<file path="src/rtl/ervp_serial_link_arbiter.sv">
// Shares one serial request/response link among NUM_REQ requesters, one transaction in flight.
// Define ERVP_SLINK_ARB_FIXED_PRIORITY_EN for fixed priority (lowest index wins); default is round-robin.
module ervp_serial_link_arbiter #(
    parameter int NUM_REQ = 4,
    parameter int BW_REQ  = 4,
    parameter int BW_RESP = 8,
    parameter int BW_IDX  = (NUM_REQ > 1) ? $clog2(NUM_REQ) : 1
) (
    input  logic                      clk,
    input  logic                      rstnn,
    input  logic [NUM_REQ-1:0]        req_valid,
    input  logic [NUM_REQ*BW_REQ-1:0] req_data,
    output logic [NUM_REQ-1:0]        req_ready,
    output logic [NUM_REQ-1:0]        resp_valid,
    input  logic [NUM_REQ-1:0]        resp_ready,
    output logic [BW_RESP-1:0]        resp_data,
    input  logic                      link_ready,
    output logic                      link_start,
    output logic [BW_REQ-1:0]         link_req_data,
    input  logic [BW_RESP-1:0]        link_resp_data,
    output logic                      busy,
    output logic [BW_IDX-1:0]         grant_idx
);

    typedef enum logic [2:0] {
        S_IDLE,
        S_ISSUE,
        S_WAIT_BUSY,
        S_WAIT_DONE,
        S_RESPOND
    } state_t;

    state_t               r_state;
    logic [BW_IDX-1:0]    r_grant;
    logic [BW_REQ-1:0]    r_req;
    logic [BW_RESP-1:0]   r_resp;
    logic                 r_link_start;
    logic [NUM_REQ-1:0]   r_resp_valid;

    logic                 w_any;
    logic [BW_IDX-1:0]    w_win;
    logic                 w_accept;

    function automatic logic [NUM_REQ-1:0] f_onehot(input logic [BW_IDX-1:0] idx);
        logic [NUM_REQ-1:0] v;
        v = '0;
        for (int i = 0; i < NUM_REQ; i++) begin
            v[i] = (idx == BW_IDX'(i));
        end
        return v;
    endfunction

`ifdef ERVP_SLINK_ARB_FIXED_PRIORITY_EN
    always_comb begin
        w_any = |req_valid;
        w_win = '0;
        for (int k = NUM_REQ - 1; k >= 0; k--) begin
            if (req_valid[k]) begin
                w_win = BW_IDX'(k);
            end
        end
    end
`else
    logic [BW_IDX-1:0] r_rr;

    // Scan from the rr pointer upward, wrapping past NUM_REQ-1; first hit wins.
    always_comb begin
        logic [BW_IDX:0] pos;
        w_any = 1'b0;
        w_win = '0;
        pos   = '0;
        for (int k = 0; k < NUM_REQ; k++) begin
            pos = {1'b0, r_rr} + (BW_IDX+1)'(k);
            if (pos >= (BW_IDX+1)'(NUM_REQ)) begin
                pos = pos - (BW_IDX+1)'(NUM_REQ);
            end
            if (!w_any && req_valid[pos[BW_IDX-1:0]]) begin
                w_any = 1'b1;
                w_win = pos[BW_IDX-1:0];
            end
        end
    end
`endif

    assign w_accept = (r_state == S_IDLE) && w_any && link_ready;

    always_comb begin
        req_ready = '0;
        for (int i = 0; i < NUM_REQ; i++) begin
            req_ready[i] = w_accept && (w_win == BW_IDX'(i));
        end
    end

    always_ff @(posedge clk) begin
        if (!rstnn) begin
            r_state      <= S_IDLE;
            r_grant      <= '0;
            r_req        <= '0;
            r_resp       <= '0;
            r_link_start <= 1'b0;
            r_resp_valid <= '0;
`ifndef ERVP_SLINK_ARB_FIXED_PRIORITY_EN
            r_rr         <= '0;
`endif
        end else begin
            case (r_state)
                S_IDLE: begin
                    if (w_accept) begin
                        r_grant      <= w_win;
                        r_req        <= req_data[int'(w_win)*BW_REQ +: BW_REQ];
                        r_link_start <= 1'b1;
                        r_state      <= S_ISSUE;
                    end
                end
                S_ISSUE: begin
                    if (link_ready) begin
                        r_link_start <= 1'b0;
                        r_state      <= S_WAIT_BUSY;
                    end
                end
                // The link master drops ready one cycle after taking start.
                S_WAIT_BUSY: begin
                    if (!link_ready) begin
                        r_state <= S_WAIT_DONE;
                    end
                end
                S_WAIT_DONE: begin
                    if (link_ready) begin
                        r_resp       <= link_resp_data;
                        r_resp_valid <= f_onehot(r_grant);
                        r_state      <= S_RESPOND;
                    end
                end
                S_RESPOND: begin
                    if (resp_ready[r_grant]) begin
                        r_resp_valid <= '0;
                        r_state      <= S_IDLE;
`ifndef ERVP_SLINK_ARB_FIXED_PRIORITY_EN
                        r_rr         <= (r_grant == BW_IDX'(NUM_REQ - 1)) ? '0 : r_grant + 1'b1;
`endif
                    end
                end
                default: begin
                    r_state <= S_IDLE;
                end
            endcase
        end
    end

    assign busy          = (r_state != S_IDLE);
    assign link_start    = r_link_start;
    assign link_req_data = r_req;
    assign resp_valid    = r_resp_valid;
    assign resp_data     = r_resp;
    assign grant_idx     = r_grant;

endmodule

</file>
<file path="config.mk">
export PLATFORM = sky130hd
export DESIGN_NAME = ervp_serial_link_arbiter
export DESIGN_NICKNAME = d
export VERILOG_FILES = /design/src/rtl/ervp_serial_link_arbiter.sv
export SDC_FILE = /design/constraint.sdc
export NUM_CORES = 1
export LEC_CHECK = 0
export ABC_CLOCK_PERIOD_IN_PS = 4100
export BUFFER_PORTS_ARGS = -buffer_cell sky130_fd_sc_hd__buf_4
export CORE_UTILIZATION = 37
export DETAILED_ROUTE_END_ITERATION = 7
export PLACE_DENSITY = 0.69
export RECOVER_POWER = 50
export SLEW_MARGIN = 20
export SYNTH_ARGS = -nofsm -noshare
export SYNTH_HDL_FRONTEND = slang
export SYNTH_SLANG_ARGS = --single-unit
</file>
<file path="constraint.sdc">
create_clock -name clk -period 4.1 [get_ports clk]
set_input_delay 0.82 -clock clk [delete_from_list [all_inputs] [get_ports clk]]
set_output_delay 0.82 -clock clk [all_outputs]
set_load 0.005 [all_outputs]
</file>
**After elaboration in Yosys (flattened, before gate mapping)**

Index checks and enable logic that the tools add are counted.
Widths: inputs -> output; s select.

- Output and inout port bits: 24
- Memory bits (read-only): 0
- Latch bits: 0
- RAM bits: 0
- Memories kept: 0
- Register bits after elaboration: 24
- Logic and storage cells: 99
- Bits of input ports: 35

- Shift-type cells: 1
- Equal/unequal tests: 15
- Bitwise gates (word level): 0
- Muxes and demuxes: 35
- Reductions and logical operators: 24
- $lt $le $gt $ge: 9
- Div/mod/pow operators: 0
- Add/subtract/negate cells: 8
- Multipliers: 0

Operator list:

| kind | number |
|---|---|
| $mux 2 | 9 |
| $shiftx 16x5->4 | 1 |
| $lt 2x3->1 const B | 5 |
| $mux 3 | 5 |
| $pmux 3 s5 | 1 |
| $mux 1 | 11 |
| $bmux 1 s2 | 5 |
| $ne 2x2->1 const B | 5 |
| $ge 3x3->1 const B | 3 |
| $logic_and 1x1->1 | 9 |
| $eq 2x2->1 const B | 4 |
| $mux 4 | 2 |
| $pmux 4 s2 | 1 |
| $sub 2x1->2 const B | 4 |
| $add 2x2->3 const B | 2 |
| $eq 3x2->1 const B | 2 |
| $reduce_and 2->1 | 3 |
| $reduce_and 3->1 | 2 |
| $reduce_and 5->1 | 1 |
| $eq 2x1->1 const B | 2 |
| $logic_not 2->1 | 2 |
| $reduce_bool 2->1 | 2 |
| $add 2x1->3 const B | 1 |
| $eq 3x1->1 const B | 1 |
| 7 further kinds | 9 |

**Logic depth before layout (Yosys ltp)**

Gate-level depths: netlist of run 1.

- Depth after elaboration: 18
- Gate-level depth with buffers: 7
- Depth with buffers taken out: 5

**Least setup slack after synthesis of run 1**

OpenSTA, ideal clock, no wires.

- Kind: input-to-output
- Start: input req_valid[0]
- End: output req_ready[0]
- Path slack: 1.587 ns
- Path buffers: 1
- Arrival time: 1.693 ns
- Data required time: 3.280 ns
- Stages on the path: 4
- Cell sequence: or4_1 > nand3_1 > buf_4 > nor3_1

- Word-level cells in the longest chain between the ends: 15
- Elaborated cells between the ends (all ways): 26
- Those cells by class: 16 x mux; 10 x reduce/logical

RTL lines:

| what | line | source |
|---|---|---|
| from (decl) | 11 | `input logic [NUM_REQ-1:0] req_valid,` |
| $bmux 1 s2 | 77 | `if (!w_any && req_valid[pos[BW_IDX-1:0]]) begin` |
| $mux 1 (implied by the code) | 77 |  |
| $mux 1 | 77 |  |
| $logic_not 1->1 | 77 |  |
| $logic_and 1x1->1 | 77 |  |
| $mux 1 | 77 |  |
| $logic_not 1->1 | 77 |  |
| $logic_and 1x1->1 | 77 |  |
| $mux 1 | 77 |  |
| $logic_not 1->1 | 77 |  |
| $logic_and 1x1->1 | 77 |  |
| $mux 1 | 77 |  |
| $logic_and 1x1->1 (2 in a row) | 85 | `assign w_accept = (r_state == S_IDLE) && w_any && link_ready;` |
| $logic_and 1x1->1 * | 90 | `req_ready[i] = w_accept && (w_win == BW_IDX'(i));` |
| to (decl) | 13 | `output logic [NUM_REQ-1:0] req_ready,` |

Every way passes the cells marked *; elsewhere a longest branch is shown, timed or not. The select of a mux whose other input is x is not followed.

**Worst setup path in the final report of run 1**

- Start: input req_valid[0]
- End: output req_ready[3]

The elaborated chain is that of the path after synthesis.

==> reports/results.txt, run 1 <==
run status = complete, no violations
cells along the critical path = clkbuf_1 -> or4_1 -> nand3_1 -> a21oi_1 -> nand2_1 -> nor2_1 -> buf_4
first-pass iteration count of the detailed router = 4
vias in the first global route = 1106
antenna-violating nets left = 0
Main synth FF type = dfxtp_1
Rel. slew slack = 68.0%
Core Region = 3130 µm²
Longest Clk Path Bufs = 2
WL/cell = 12.1 µm
unrepaired setup endpoints after global routing = no
YS warnings = 0
worst slew pin tran = 0.468 ns
total track usage = 17.5%
Fin. Hold Viols = 0
total power = 448 µW
vias = 1223
Worst path slowest cell = or4_1
Post-CTS Setup Bufs = 0
placed insts = 239
Setup TNS Final = 0 ns
die footprint = 3610 µm²
clock root cell = clkbuf_4
Detailed Route WL = 2930 µm
Vias/cell = 5.05
Pwr per Cell Area = 262 nW/µm²
peak supply drop = 0.000172 V
DRC = 0
Max-cap violations = 0
WP buf/inv = 2
initial antenna violation count = 0
most frequent cells in the layout = buf_4 (39), nand2_1 (25), dfxtp_1 (24), clkbuf_4 (20), a21boi_0 (14)
CTS Buf Count = 3
clk_lat worst skew = 0.31 ns
final instance area = 1710 µm²
Initial Utilization = 40.0%
largest net degree at the start of global routing = 25
NumNets Final = 239
total clock sinks = 24
Setup CP Type = input port to primary output
GRT overflow = 0
slowest cell delay on critical path = 0.58 ns
endpoints failing setup = 0
DRT iter0 DRCs = 52
CP startpoint = req_valid[0]
Worst Clk Skew = 0.00124 ns
clock transition at the registers of the reported paths = 0.12 ns
leak pwr = 0.000710 µW
first-pass GRT wire length = 4730 µm
fmax = 328 MHz
Buffers on Ports = 58
share of post-route cells with drive strength above 1 = 31.8%
worst hold margin = 0.476 ns
most common cell after layout, fill and taps aside = buf_4
Syn Inst Count = 144
fin crit period = 3.05 ns
DP Wirelength = 2340 µm
RR Startpoint = r_rr[1]
synth unique cells = 34
syn_area_per_cell = 8.68 µm²
ANT cells = 0
Max FO, Critical Path = 11
IO Pins = 59
Reg area = 480 µm²
syn nets = 183
synthesized cell area = 1250 µm²
Synth async-reset ratio = 0%
CTS tree = done
FP Rows = 20
P&R area growth vs syn = 36.8%
WP data required = 3.28 ns
Yosys reg bits = 24
die boundary height = 60.1 µm
Startpoint Class = input port
EDFF count, synth = 0
DIE WIDTH = 60.1 µm
multi-input logic area = 709 µm²
CP Capture Type = primary output
PostCTS Resize Cnt = 0
worst hold path class = flip-flop to flip-flop
Hold Crit Start = resp_data[4]
sequential share of the synthesized area = 38.4%
gp weighted congestion = 0.749
Fill cells = 306
fin crit share = 74.3%
Hold Buf Count CTS = 0
Area after DPL = 1700 µm²
Arrival @ worst endpoint = 2.23 ns
Max Slew Vio Count = 0
CP delay by family, top = simple AND/OR/NAND/NOR gates
post-route insts no fill = 242
H-tree depth = 1
[through the flow]
step                      setup slack (ns)  util (%)
after global placement                1.09      54.2
after floorplan                       1.59         -
final                                 1.05      54.7
after CTS                             1.06      54.9
after detailed placement              1.06      54.2
after global routing                 0.939      54.7
[worst register-to-register path, delay by kind of cell (launching register included)]
family | cells | cell delay [ns]
AND/OR/NAND/NOR | 2 | 0.40
flip-flops | 1 | 0.40
AO/OA/AOI/OAI | 3 | 0.84
[cells in the mapped netlist (4+ instances only)]
cell       count  area share, %
nor2_1         5            1.5
a22oi_1        4            2.4
nand3_1        4            1.6
o21ai_0        8            3.2
a21boi_0      14            8.4
nor2b_1        6            3.0
mux2i_1        6            4.8
a2111oi_0      4            2.8
inv_1          4            1.2
nand2_1       25            7.5
a211oi_1       4            2.4
ha_1           4            4.0
dfxtp_1       24             38
clkbuf_1       4            1.2
[sequential cells by signal (all words and copies together), names as in the netlist]
name	flops
r_state	3
r_rr	2
resp_valid	4
link_req_data	4
grant_idx	2
link_start	1
resp_data	8
[area by class of cell]
cell class / instances / share of cell area (%)
Inverter: 4 / 0.878
Tap cell: 44 / 3.22
Timing Repair Buffer: 58 / 25.0
Multi-Input combinational cell: 109 / 41.5
Sequential cell: 24 / 28.1
Clock buffer: 3 / 1.32
[worst paths after layout]
path                       to  slack, ns  cells after the start
min              resp_data[4]       0.48                      2
max              req_ready[3]       1.05                      7
min reg2reg      resp_data[4]       0.48                      2
max reg2reg  link_req_data[1]       2.35                      5
[per-layer routing]
layer / GRT usage [%] / vias up / wire length (µm)
met1: 19.6 / 569 / 1290
met5: 0 / - / 0
li1: - / 622 / -
met4: 5.32 / 0 / 19
met2: 31.4 / 30 / 1520
met3: 4.98 / 2 / 106
[cells by family after synthesis]
| family | count (synthesis) | synth area share (%) |
|---|---|---|
| xor gates and xnor gates | 1 | 0.701 |
| muxes | 7 | 6.61 |
| AOI/OAI and AO/OA | 43 | 24.5 |
| buffers and inverters | 11 | 4.80 |
| DFF | 24 | 38.4 |
| adders and majority gates | 4 | 4.00 |
| and+or+nand+nor | 54 | 20.9 |
[report_power, final]
part           switching (µW)  total [µW]  internal [µW]  leakage [µW]
clock                    66.5         101           34.4     0.0000138
sequential               8.94         252            243      0.000195
combinational            41.2        95.4           54.2      0.000501
No activity file was read; power rests on OpenSTA's default activity.
==> run 2, diff against run 1 <==
- ABC_CLOCK_PERIOD_IN_PS: 4100 -> 2700
- PLACE_DENSITY: 0.69 -> 0.72
- clock period: 4.1 -> 2.7 ns (I/O delays scaled with it)
==> reports/results.txt, run 2 (synthesis gave the netlist of run 1 again) <==
clock transition at the registers of the reported paths = 0.14 ns
PostCTS Resize Cnt = 0
die boundary height = 60.1 µm
Vias/cell = 4.98
most common cell after layout, fill and taps aside = buf_4
CTS Buf Count = 3
gp weighted congestion = 0.799
leak pwr = 0.000733 µW
total clock sinks = 24
Rel. slew slack = 67.4%
FP Rows = 20
cells along the critical path = clkbuf_1 -> or4_1 -> nand3_1 -> buf_4 -> nor3_1 -> buf_4
run status = complete, no violations
Longest Clk Path Bufs = 2
initial antenna violation count = 0
unrepaired setup endpoints after global routing = no
Arrival @ worst endpoint = 1.87 ns
reg2reg setup slack = 0.90 ns
CTS tree = done
Worst Clk Skew = 0.0140 ns
Worst Hold Depth = 3
DIE WIDTH = 60.1 µm
vias in the first global route = 1186
Area after DPL = 1710 µm²
DP Wirelength = 2440 µm
Worst path most repeated cell = buf_4
max FFs per register = 8
Core Region = 3130 µm²
CP Capture Type = primary output
clock root cell = clkbuf_4
fin crit period = 2.41 ns
RR Endpoint = link_req_data[2]
Reg2Reg Depth = 5
total track usage = 18.7%
fin util = 56.1%
NumNets Final = 241
Setup TNS Final = 0 ns
Max FO, Critical Path = 7
first-pass iteration count of the detailed router = 4
Fin. Hold Viols = 0
Fill cells = 294
Setup CP Type = input port to primary output
Hold Path End = resp_data[4]
first-pass GRT wire length = 5060 µm
Buffers on Ports = 58
total power = 787 µW
final instance area = 1760 µm²
fmax = 415 MHz
Hold Buf Count CTS = 0
worst hold path class = input port to flip-flop
placed insts = 241
P&R area growth vs syn = 40.4%
Max-cap violations = 0
Max Slew Vio Count = 0
RR Startpoint = r_rr[1]
DRC = 0
IO Pins = 59
Pwr per Cell Area = 448 nW/µm²
Startpoint Class = input port
Initial Utilization = 40.0%
ANT cells = 0
WL/cell = 12.4 µm
CP delay by family, top = simple AND/OR/NAND/NOR gates
Detailed Route WL = 3040 µm
peak supply drop = 0.000329 V
Hold Crit Start = link_resp_data[4]
WP data required = 2.16 ns
H-tree depth = 1
GRT overflow = 0
die footprint = 3610 µm²
Reg area = 480 µm²
clk_lat worst skew = 0.32 ns
most frequent cells in the layout = buf_4 (41), nand2_1 (25), dfxtp_1 (24), clkbuf_4 (20), a21boi_0 (14)
worst slew pin tran = 0.477 ns
antenna-violating nets left = 0
post-route insts no fill = 245
slowest cell delay on critical path = 0.60 ns
Worst path slowest cell = or4_1
fin crit share = 89.2%
vias = 1219
DRT iter0 DRCs = 57
WP buf/inv = 3
share of post-route cells with drive strength above 1 = 32.8%
largest net degree at the start of global routing = 25
endpoints failing setup = 0
multi-input logic area = 709 µm²
Post-CTS Setup Bufs = 0
[run 2: changes by cell type in the layout (fill, tap and decap cells not counted), sizes merged]
cell | before | now
buf | 39 | 41
bufinv | 0 | 1
[run 2: worst register-to-register path: cells and delay by family, from the launching register on]
kind,cells,cell delay (ns)
muxes,1,0.13
AOI/OAI and AO/OA,3,0.85
and+or+nand+nor,1,0.19
DFF,1,0.50
[run 2: report_power, final]
part / internal, µW / total [µW] / switching [µW]
Clock: 150 / 256 / 106
Combinational: 85.3 / 149 / 63.5
Sequential: 369 / 382 / 13.5
[run 2: layer usage]
metal / global-route usage, % / routed length (µm) / part of all wire, % / vias up
li1: - / - / - / 629
met1: 21.6 / 1330 / 44 / 549
met2: 33.6 / 1530 / 50 / 39
met3: 4.76 / 166 / 5.5 / 2
met4: 4.98 / 14 / 0.46 / 0
met5: 0 / 0 / 0 / -
[run 2: how the worst max path moves through the flow]
stage / startpoint / endpoint / cells past startpoint
6_report: req_valid[0] / req_ready[2] / 6
4_1_cts: req_valid[0] / req_ready[2] / 6
2_1_floorplan: req_valid[0] / req_ready[0] / 4
3_3_place_gp: req_valid[0] / req_ready[2] / 6
5_1_grt: r_rr[1] / req_ready[2] / 5
3_5_place_dp: req_valid[0] / req_ready[2] / 6
[run 2: cell type report]
cell class | count | share of cell area [%]
multi-input combinational | 109 | 40.4
clock buffer | 3 | 1.28
sequential | 24 | 27.4
clock inverter | 1 | 1.71
tap | 44 | 3.14
inverter | 4 | 0.855
timing repair buffer | 60 | 25.2
[run 2: through the flow]
step	worst slack (ns)	hold WS (ns)
6_report	0.293	0.458
5_1_grt	0.207	0.443
4_1_cts	0.318	0.446
3_5_place_dp	0.326	0.464
3_3_place_gp	0.369	0.450
2_1_floorplan	0.747	0.454
